===== src/rtl/arith_pkg.sv =====
// arith_pkg: definitions shared by the arithmetic-unit blocks.
//   state_t       control FSM encoding of the sequential divider
//   DEFAULT_WIDTH operand width shared with the multiplier datapath
//   clog2()       ceiling log2, used to size step counters
package arith_pkg;

  typedef enum logic [1:0] {
    IDLE = 2'd0,
    RUN  = 2'd1,
    FIN  = 2'd2
  } state_t;

  localparam int DEFAULT_WIDTH = 8;

  // Number of bits needed to hold the values 0 .. n-1.
  function automatic int clog2(input int n);
    int r;
    int v;
    r = 0;
    v = n - 1;
    while (v > 0) begin
      r = r + 1;
      v = v >> 1;
    end
    return r;
  endfunction

endpackage


===== src/rtl/seq_divider_div_step.sv =====
// div_step: one combinational radix-2 restoring division iteration.
//   p      in   partial remainder (WIDTH+1 bits) before the shift
//   q_msb  in   MSB of the quotient/dividend shift register, shifted into p
//   d      in   divisor
//   p_next out  partial remainder after the trial subtraction
//   q_bit  out  quotient bit produced by this iteration
module div_step #(
  parameter int WIDTH = 8
) (
  input  logic [WIDTH:0]   p,
  input  logic             q_msb,
  input  logic [WIDTH-1:0] d,
  output logic [WIDTH:0]   p_next,
  output logic             q_bit
);

  logic [WIDTH+1:0] shifted;
  logic [WIDTH+1:0] trial;

  // Shift in the next dividend bit and try to subtract the divisor. The
  // subtraction is one bit wider than P so the sign bit never aliases data,
  // even though P stays below 2**WIDTH in normal operation.
  always_comb begin
    shifted = {p, q_msb};
    trial   = shifted - {2'b00, d};
    if (trial[WIDTH+1] == 1'b0) begin
      p_next = trial[WIDTH:0];
      q_bit  = 1'b1;
    end else begin
      p_next = shifted[WIDTH:0];
      q_bit  = 1'b0;
    end
  end

endmodule


===== src/rtl/seq_divider.sv =====
// seq_divider: sequential radix-2 restoring unsigned divider, one quotient
// bit per clock, with START/BUSY/DONE handshake.
//   CLK          in   rising-edge clock
//   RST          in   synchronous active-high reset
//   START        in   request, sampled only while idle
//   DIVIDEND     in   numerator, captured on the accepting edge
//   DIVISOR      in   denominator, captured on the accepting edge
//   BUSY         out  high while iterating
//   DONE         out  one-cycle pulse, results valid from this cycle on
//   QUOTIENT     out  registered quotient (all-ones on divide by zero)
//   REMAINDER    out  registered remainder (dividend on divide by zero)
//   DIV_BY_ZERO  out  high when the last accepted divisor was zero
module seq_divider
  import arith_pkg::*;
#(
  parameter int WIDTH = DEFAULT_WIDTH
) (
  input  logic             CLK,
  input  logic             RST,
  input  logic             START,
  input  logic [WIDTH-1:0] DIVIDEND,
  input  logic [WIDTH-1:0] DIVISOR,
  output logic             BUSY,
  output logic             DONE,
  output logic [WIDTH-1:0] QUOTIENT,
  output logic [WIDTH-1:0] REMAINDER,
  output logic             DIV_BY_ZERO
);

  localparam int CW = clog2(WIDTH + 1);

  state_t           state;
  logic [CW-1:0]    cnt;
  logic [WIDTH:0]   p_reg;
  logic [WIDTH-1:0] q_reg;
  logic [WIDTH-1:0] d_reg;

  logic [WIDTH:0]   p_next;
  logic             q_bit;
  logic [WIDTH-1:0] q_next;

  div_step #(.WIDTH(WIDTH)) u_step (
    .p      (p_reg),
    .q_msb  (q_reg[WIDTH-1]),
    .d      (d_reg),
    .p_next (p_next),
    .q_bit  (q_bit)
  );

  assign q_next = {q_reg[WIDTH-2:0], q_bit};

  // Control FSM, datapath registers and registered outputs.
  always_ff @(posedge CLK) begin
    if (RST) begin
      state       <= IDLE;
      cnt         <= '0;
      p_reg       <= '0;
      q_reg       <= '0;
      d_reg       <= '0;
      BUSY        <= 1'b0;
      DONE        <= 1'b0;
      QUOTIENT    <= '0;
      REMAINDER   <= '0;
      DIV_BY_ZERO <= 1'b0;
    end else begin
      case (state)
        IDLE: begin
          DONE <= 1'b0;
          if (START) begin
            p_reg <= '0;
            q_reg <= DIVIDEND;
            d_reg <= DIVISOR;
            cnt   <= CW'(WIDTH - 1);
            if (DIVISOR == '0) begin
              // Results are known immediately; DONE follows one edge later
              // from FIN, keyed off the flag loaded here.
              state       <= FIN;
              QUOTIENT    <= '1;
              REMAINDER   <= DIVIDEND;
              DIV_BY_ZERO <= 1'b1;
            end else begin
              state <= RUN;
              BUSY  <= 1'b1;
            end
          end else begin
            state <= IDLE;
          end
        end
        RUN: begin
          p_reg <= p_next;
          q_reg <= q_next;
          if (cnt == '0) begin
            // Last iteration: publish the results of this very step.
            state       <= FIN;
            BUSY        <= 1'b0;
            DONE        <= 1'b1;
            QUOTIENT    <= q_next;
            REMAINDER   <= p_next[WIDTH-1:0];
            DIV_BY_ZERO <= 1'b0;
          end else begin
            cnt <= cnt - CW'(1);
          end
        end
        FIN: begin
          // A normal divide pulsed DONE on entry; a divide by zero pulses
          // it on exit.
          state <= IDLE;
          DONE  <= DIV_BY_ZERO;
        end
        default: begin
          state <= IDLE;
          BUSY  <= 1'b0;
          DONE  <= 1'b0;
        end
      endcase
    end
  end

endmodule


===== config.mk =====
export PLATFORM = sky130hd
export DESIGN_NAME = seq_divider
export DESIGN_NICKNAME = d
export VERILOG_FILES = /design/src/rtl/arith_pkg.sv /design/src/rtl/seq_divider_div_step.sv /design/src/rtl/seq_divider.sv
export SDC_FILE = /design/constraint.sdc
export NUM_CORES = 1
export LEC_CHECK = 0
export CELL_PAD_IN_SITES_DETAIL_PLACEMENT = 1
export CELL_PAD_IN_SITES_GLOBAL_PLACEMENT = 1
export CORE_ASPECT_RATIO = 0.6
export CORE_MARGIN = 3
export CORE_UTILIZATION = 38
export CTS_BUF_LIST = sky130_fd_sc_hd__clkbuf_4
export CTS_CLUSTER_SIZE = 10
export DETAILED_ROUTE_END_ITERATION = 8
export PLACE_DENSITY_LB_ADDON = 0.1
export SYNTH_ARGS = -nofsm -noshare
export SYNTH_HDL_FRONTEND = slang
export SYNTH_SLANG_ARGS = --single-unit

===== constraint.sdc =====
create_clock -name CLK -period 2 [get_ports CLK]
set_input_delay 0.5 -clock CLK [delete_from_list [all_inputs] [get_ports CLK]]
set_output_delay 0.5 -clock CLK [all_outputs]
set_load 0.01 [all_outputs]

== After elaboration in Yosys (flattened, before gate mapping) ==
Cells that the tools add are included.
Widths: inputs -> output; s select.

* Register bits: 50
* Output and inout bits: 19
* Logic and storage cells: 59

* Eq/ne operators: 7
* Muxes and demuxes: 30
* Bitwise operators: 1
* Add/subtract/negate cells: 2
* Reduce and logical (&&, ||, !) cells: 9

{| class="wikitable"
|+ Operators with widths
! kind !! number
|-
| $mux 8 || 7
|-
| $pmux 8 s2 || 3
|-
| $mux 9 || 2
|-
| $pmux 9 s2 || 1
|-
| $ne 2x2->1 const B || 5
|-
| $sub 10x8->10 || 1
|-
| $logic_not 8->1 || 1
|-
| $mux 4 || 2
|-
| $pmux 4 s2 || 1
|-
| $reduce_and 4->1 || 2
|-
| $mux 1 || 7
|-
| $mux 2 || 3
|-
| $logic_not 4->1 || 1
|-
| $pmux 1 s2 || 2
|-
| $pmux 2 s2 || 1
|-
| $reduce_and 2->1 || 2
|-
| $sub 4x1->4 const B || 1
|-
| $pmux 1 s3 || 1
|-
| $reduce_and 3->1 || 1
|-
| $eq 2x1->1 const B || 1
|-
| $eq 2x2->1 const B || 1
|-
| $logic_not 2->1 || 1
|-
| $reduce_bool 2->1 || 1
|-
| $not 1->1 || 1
|}

== Longest topological paths before layout ==
* Word-level depth: 4
* Mapped depth: 11
* Mapped depth without buffers: 10

== By module ==
Synthesis repeated with hierarchy kept, for this count alone.

* Cell total of the unflattened synthesis: 296
* Area total of the unflattened synthesis: 2,622.5 um^2

{| class="wikitable"
|+ Modules (own cells, without submodules)
! module !! times used !! cells each !! area an instance (um^2) !! sequential area each (um^2)
|-
| seq_divider || 1 || 229 || 2,094.5 || 1,001.0
|-
| div_step || 1 || 67 || 528.0 || 0.0
|}

== Worst setup path after synthesis ==
Ideal clock, no wire load.

* Path kind: register to register
* Start point: register d_reg[2]
* End point: register REMAINDER[0]
* Data arrival time: 2.160 ns
* Period minus slack after synthesis: 2.263 ns
* Cell stages (with the launch flop): 9
* Buffers on the path: 0
* Path slack: -0.263 ns
* Path through: dfxtp_1 > inv_1 > ha_1 > nand3b_1 > a2111oi_4 > a211oi_4 > xnor2_2 > mux2_2 > a2111oi_2

* Cells in the longest elaborated chain, start to end: 4

{| class="wikitable"
|+ RTL lines
! element !! RTL line !! text
|-
| start: declaration || seq_divider.sv:36 || <nowiki>logic [WIDTH-1:0] d_reg;</nowiki>
|-
| start signal: assignment || seq_divider.sv:59 || <nowiki>d_reg <= '0;</nowiki>
|-
| start signal: assignment || seq_divider.sv:72 || <nowiki>d_reg <= DIVISOR;</nowiki>
|-
| $sub 10x8->10 || seq_divider_div_step.sv:25 || <nowiki>trial = shifted - {2'b00, d};</nowiki>
|-
| $mux 9 || seq_divider_div_step.sv:26 || <nowiki>if (trial[WIDTH+1] == 1'b0) begin</nowiki>
|-
| $mux 8 || seq_divider.sv:92 || <nowiki>if (cnt == '0) begin</nowiki>
|-
| $pmux 8 s2 || seq_divider.sv:66 || <nowiki>case (state)</nowiki>
|-
| end signal: assignment || seq_divider.sv:98 || <nowiki>REMAINDER <= p_next[WIDTH-1:0];</nowiki>
|-
| end: declaration || seq_divider.sv:26 || <nowiki>output logic [WIDTH-1:0] REMAINDER,</nowiki>
|}

No other way between the ends. The select of a mux whose other input is x is not followed.
A chain may end at the register's enable or synchronous reset.

== Final worst setup path ==
Ends and elaborated chain as after synthesis.

==> impl_metrics.toml <==
[outcome]
status = "complete, but fails checks"
violations = "setup timing"

[routing]
dr.pass1.iters = 4
drc = 0
vias = 2813
wl_per_cell_um = 19.9
dr.first_iter.drc_count = 169
antenna_left = 0
avgViaCountPerCell = 5.48
routed_wl_um = 10200

[timing]
fmax_mhz = 410
fin_skew_ps = 15.5
drv_slew = 0
period_share_pct = 122
relSlewSlack_pct = 61.4
setup_viol = 19
tightest_slew_ps = 574
report.final.hold_viol_count = 0
layout_min_cycle_time_ps = 2440
setup_slack_ps = -440
rsz0062_at_grt = "yes"
setup_tns_ps = -5770

[yosys]
synth_common_cells = "dfxtp_1, nand2_1, nor2_1"
ys_types = 53
ys_ff_latch = 50
synth-warning-count = 0
avgSynthCellArea_sq_um = 8.28
synth.top_cell.area_share_pct = 37.2
synth_ff_type = "dfxtp_1"
synthArstFlopShare_pct = 0
syn_inst = 325
synth_edf_count = 0
synth.most_common_cell = "dfxtp_1"
synth.area.top_cells = "dfxtp_1, nand2_1, ha_1"
ys_seq_area_share_pct = 37.2
yosysTopAreaCell = "dfxtp_1"
syn_area_sq_um = 2690
synth_nets = 357

[power_and_ir_drop]
power_frac_comb_pct = 45.2
switching_share_pct = 35.5
power.net_switching_mw = 1.02
p_clk_share_pct = 15.6
seqPwrFrac_pct = 39.2
power.internal_mw = 1.86
vdd_drop_max_v = 0.000373
leakage_nw = 1.57
powerDensity_nw_per_um2 = 701

[cells_and_area]
drive_above_1_share_pct = 35.0
final-instance-count-excl-fill = 513
largest_reg_flops = 9
diodes = 0
layout.nets = 459
area_growth_pct = 52.5
nFillCells = 789
fin_util_pct = 60.7

[hold_path]
hold_class = "reg2reg"
worstHoldStart = "d_reg[3]"

[die]
dieArea_sq_um = 8170
die_y_um = 71.2
start_util_pct = 39.8
ioPinCount = 38
num_rows = 23
dieWidth_um = 115
coreArea_sq_um = 6760

[setup_path]
slowest_stage = "a2111oi_4"
r2r-start = "d_reg[2]"
path_common_cell = "a2111oi_4"
cp_top_family = "compound AO/OA/AOI/OAI gates"
startpoint = "d_reg[2]"
required_ps = 2290
critPathLaunchType = "flop"
worstPathArrival_ps = 2730
crit_chain = "inv_2 -> ha_4 -> nand3b_1 -> a2111oi_4 -> a211oi_4 -> xnor2_2 -> buf_4 -> mux2_4 -> a2111oi_4"
path_buf_inv = 2
end_kind = "flop"
cp_max_fo = 2
critPathKind = "reg2reg"
cpPeakStageDelay_ps = 450

[clocking]
cts_max_level = 2
ctsHoldBuffers = 0
cts.sinks = 50
root_buffer = "clkbuf_4"
cts_buffers = 5
clock_path_buffers = 2
clkLatencyLatePin_ps = 390
clk_pin_slew_ps = 140
cts_tree = "yes"

[placement]
port_buffers = 37
post-place-ws_ps = -425
hpwlAfterDp_um = 6330
place_congestion = 0.822
dp_cells = 486

[run]
drv_cap = 0

[global_routing]
grt_pass1_vias = 2966
antenna_found_initial = 0
grt_max_degree = 47
overflow = 0
grtUsageTotal_pct = 24.5
grt_pass1_wl_um = 15500
## per-layer routing
metal	wire length [um]	up-vias	global-route usage, %	share of wire (%)
li1	-	1350	-	-
met1	4730	1402	31.6	46
met2	4950	48	41.1	49
met3	349	13	5.38	3.4
met4	159	0	7.64	1.6
met5	0	-	0	0
## layout make-up
cell class              instances  area [sq um]  area share (%)
well taps                      87           109            2.65
clock inverters                 1          3.75          0.0914
repair buffers                115          1030            25.0
flip-flops and latches         50          1010            24.7
inverters                      25          93.8            2.29
multi-input cells             230          1820            44.3
clock buffers                   5          37.5           0.914
## per-stage QoR
stage | total power, mW | area (sq um) | hold slack, ps
2_1_floorplan | 1.68 | 2730 | 436
3_3_place_gp | 2.03 | 3580 | 447
3_5_place_dp | 2.06 | 3580 | 452
4_1_cts | 2.71 | 3920 | 471
5_1_grt | 3.03 | 4110 | 501
6_report | 2.88 | 4110 | 471
## placed cells by master (no fill, tap or decap), drive strengths merged, types with 2 or more instances in the layout
master,n
a2111oi,3
mux2,2
inv,25
mux2i,11
a221oi,3
nand2,44
nor3b,4
a41oi,2
ha,12
a21o,3
nand3,5
a21oi,21
clkdlybuf4s50,36
nand2b,2
a211oi,13
or3,3
and2,3
dfxtp,50
nand3b,2
clkbuf,6
a311oi,11
nor4,6
xnor2,3
and3,4
nor2,35
buf,78
nor3,7
o21ai,12
xor2,4
## worst min-delay path, delay by kind of cell, from the launching register on
family          cells  cell delay, ps
flops               1             340
compound gates      1              60
simple gates        1              50
## power groups by stage
stage	Clock [mW]	Sequential, mW	Combinational (mW)
global placement	0	1.14	0.892
floorplan	0	1.14	0.540
CTS	0.463	1.12	1.12
global route	0.504	1.14	1.39
finish	0.449	1.13	1.30
detailed placement	0	1.14	0.923
## final timing paths
kind,cells after the start,to,slack (ps)
min,2,d_reg[3],470
max,9,REMAINDER[0],-440
max reg2reg,9,REMAINDER[0],-440
min reg2reg,2,d_reg[3],470
## logic make-up (layout without fill, tap and decap cells)
| kind of cell | Yosys count | after routing | synth area share (%) |
|---|---|---|---|
| flops | 50 | 50 | 37.2 |
| mux | 13 | 13 | 5.07 |
| buf+inv | 45 | 146 | 6.55 |
| xor+xnor | 7 | 7 | 2.56 |
| fa+ha+maj | 13 | 13 | 6.32 |
| simple gates | 117 | 117 | 19.6 |
| compound gates | 80 | 80 | 22.8 |
## what timing repair did
action                                  in CTS  in global routing
gates cloned                                 0                  1
resized for setup                           38                 31
pin swaps                                   19                 15
buffers inserted                            17                  4
endpoints found under the setup margin      19                 28
Power figures use the tool's default switching activity.
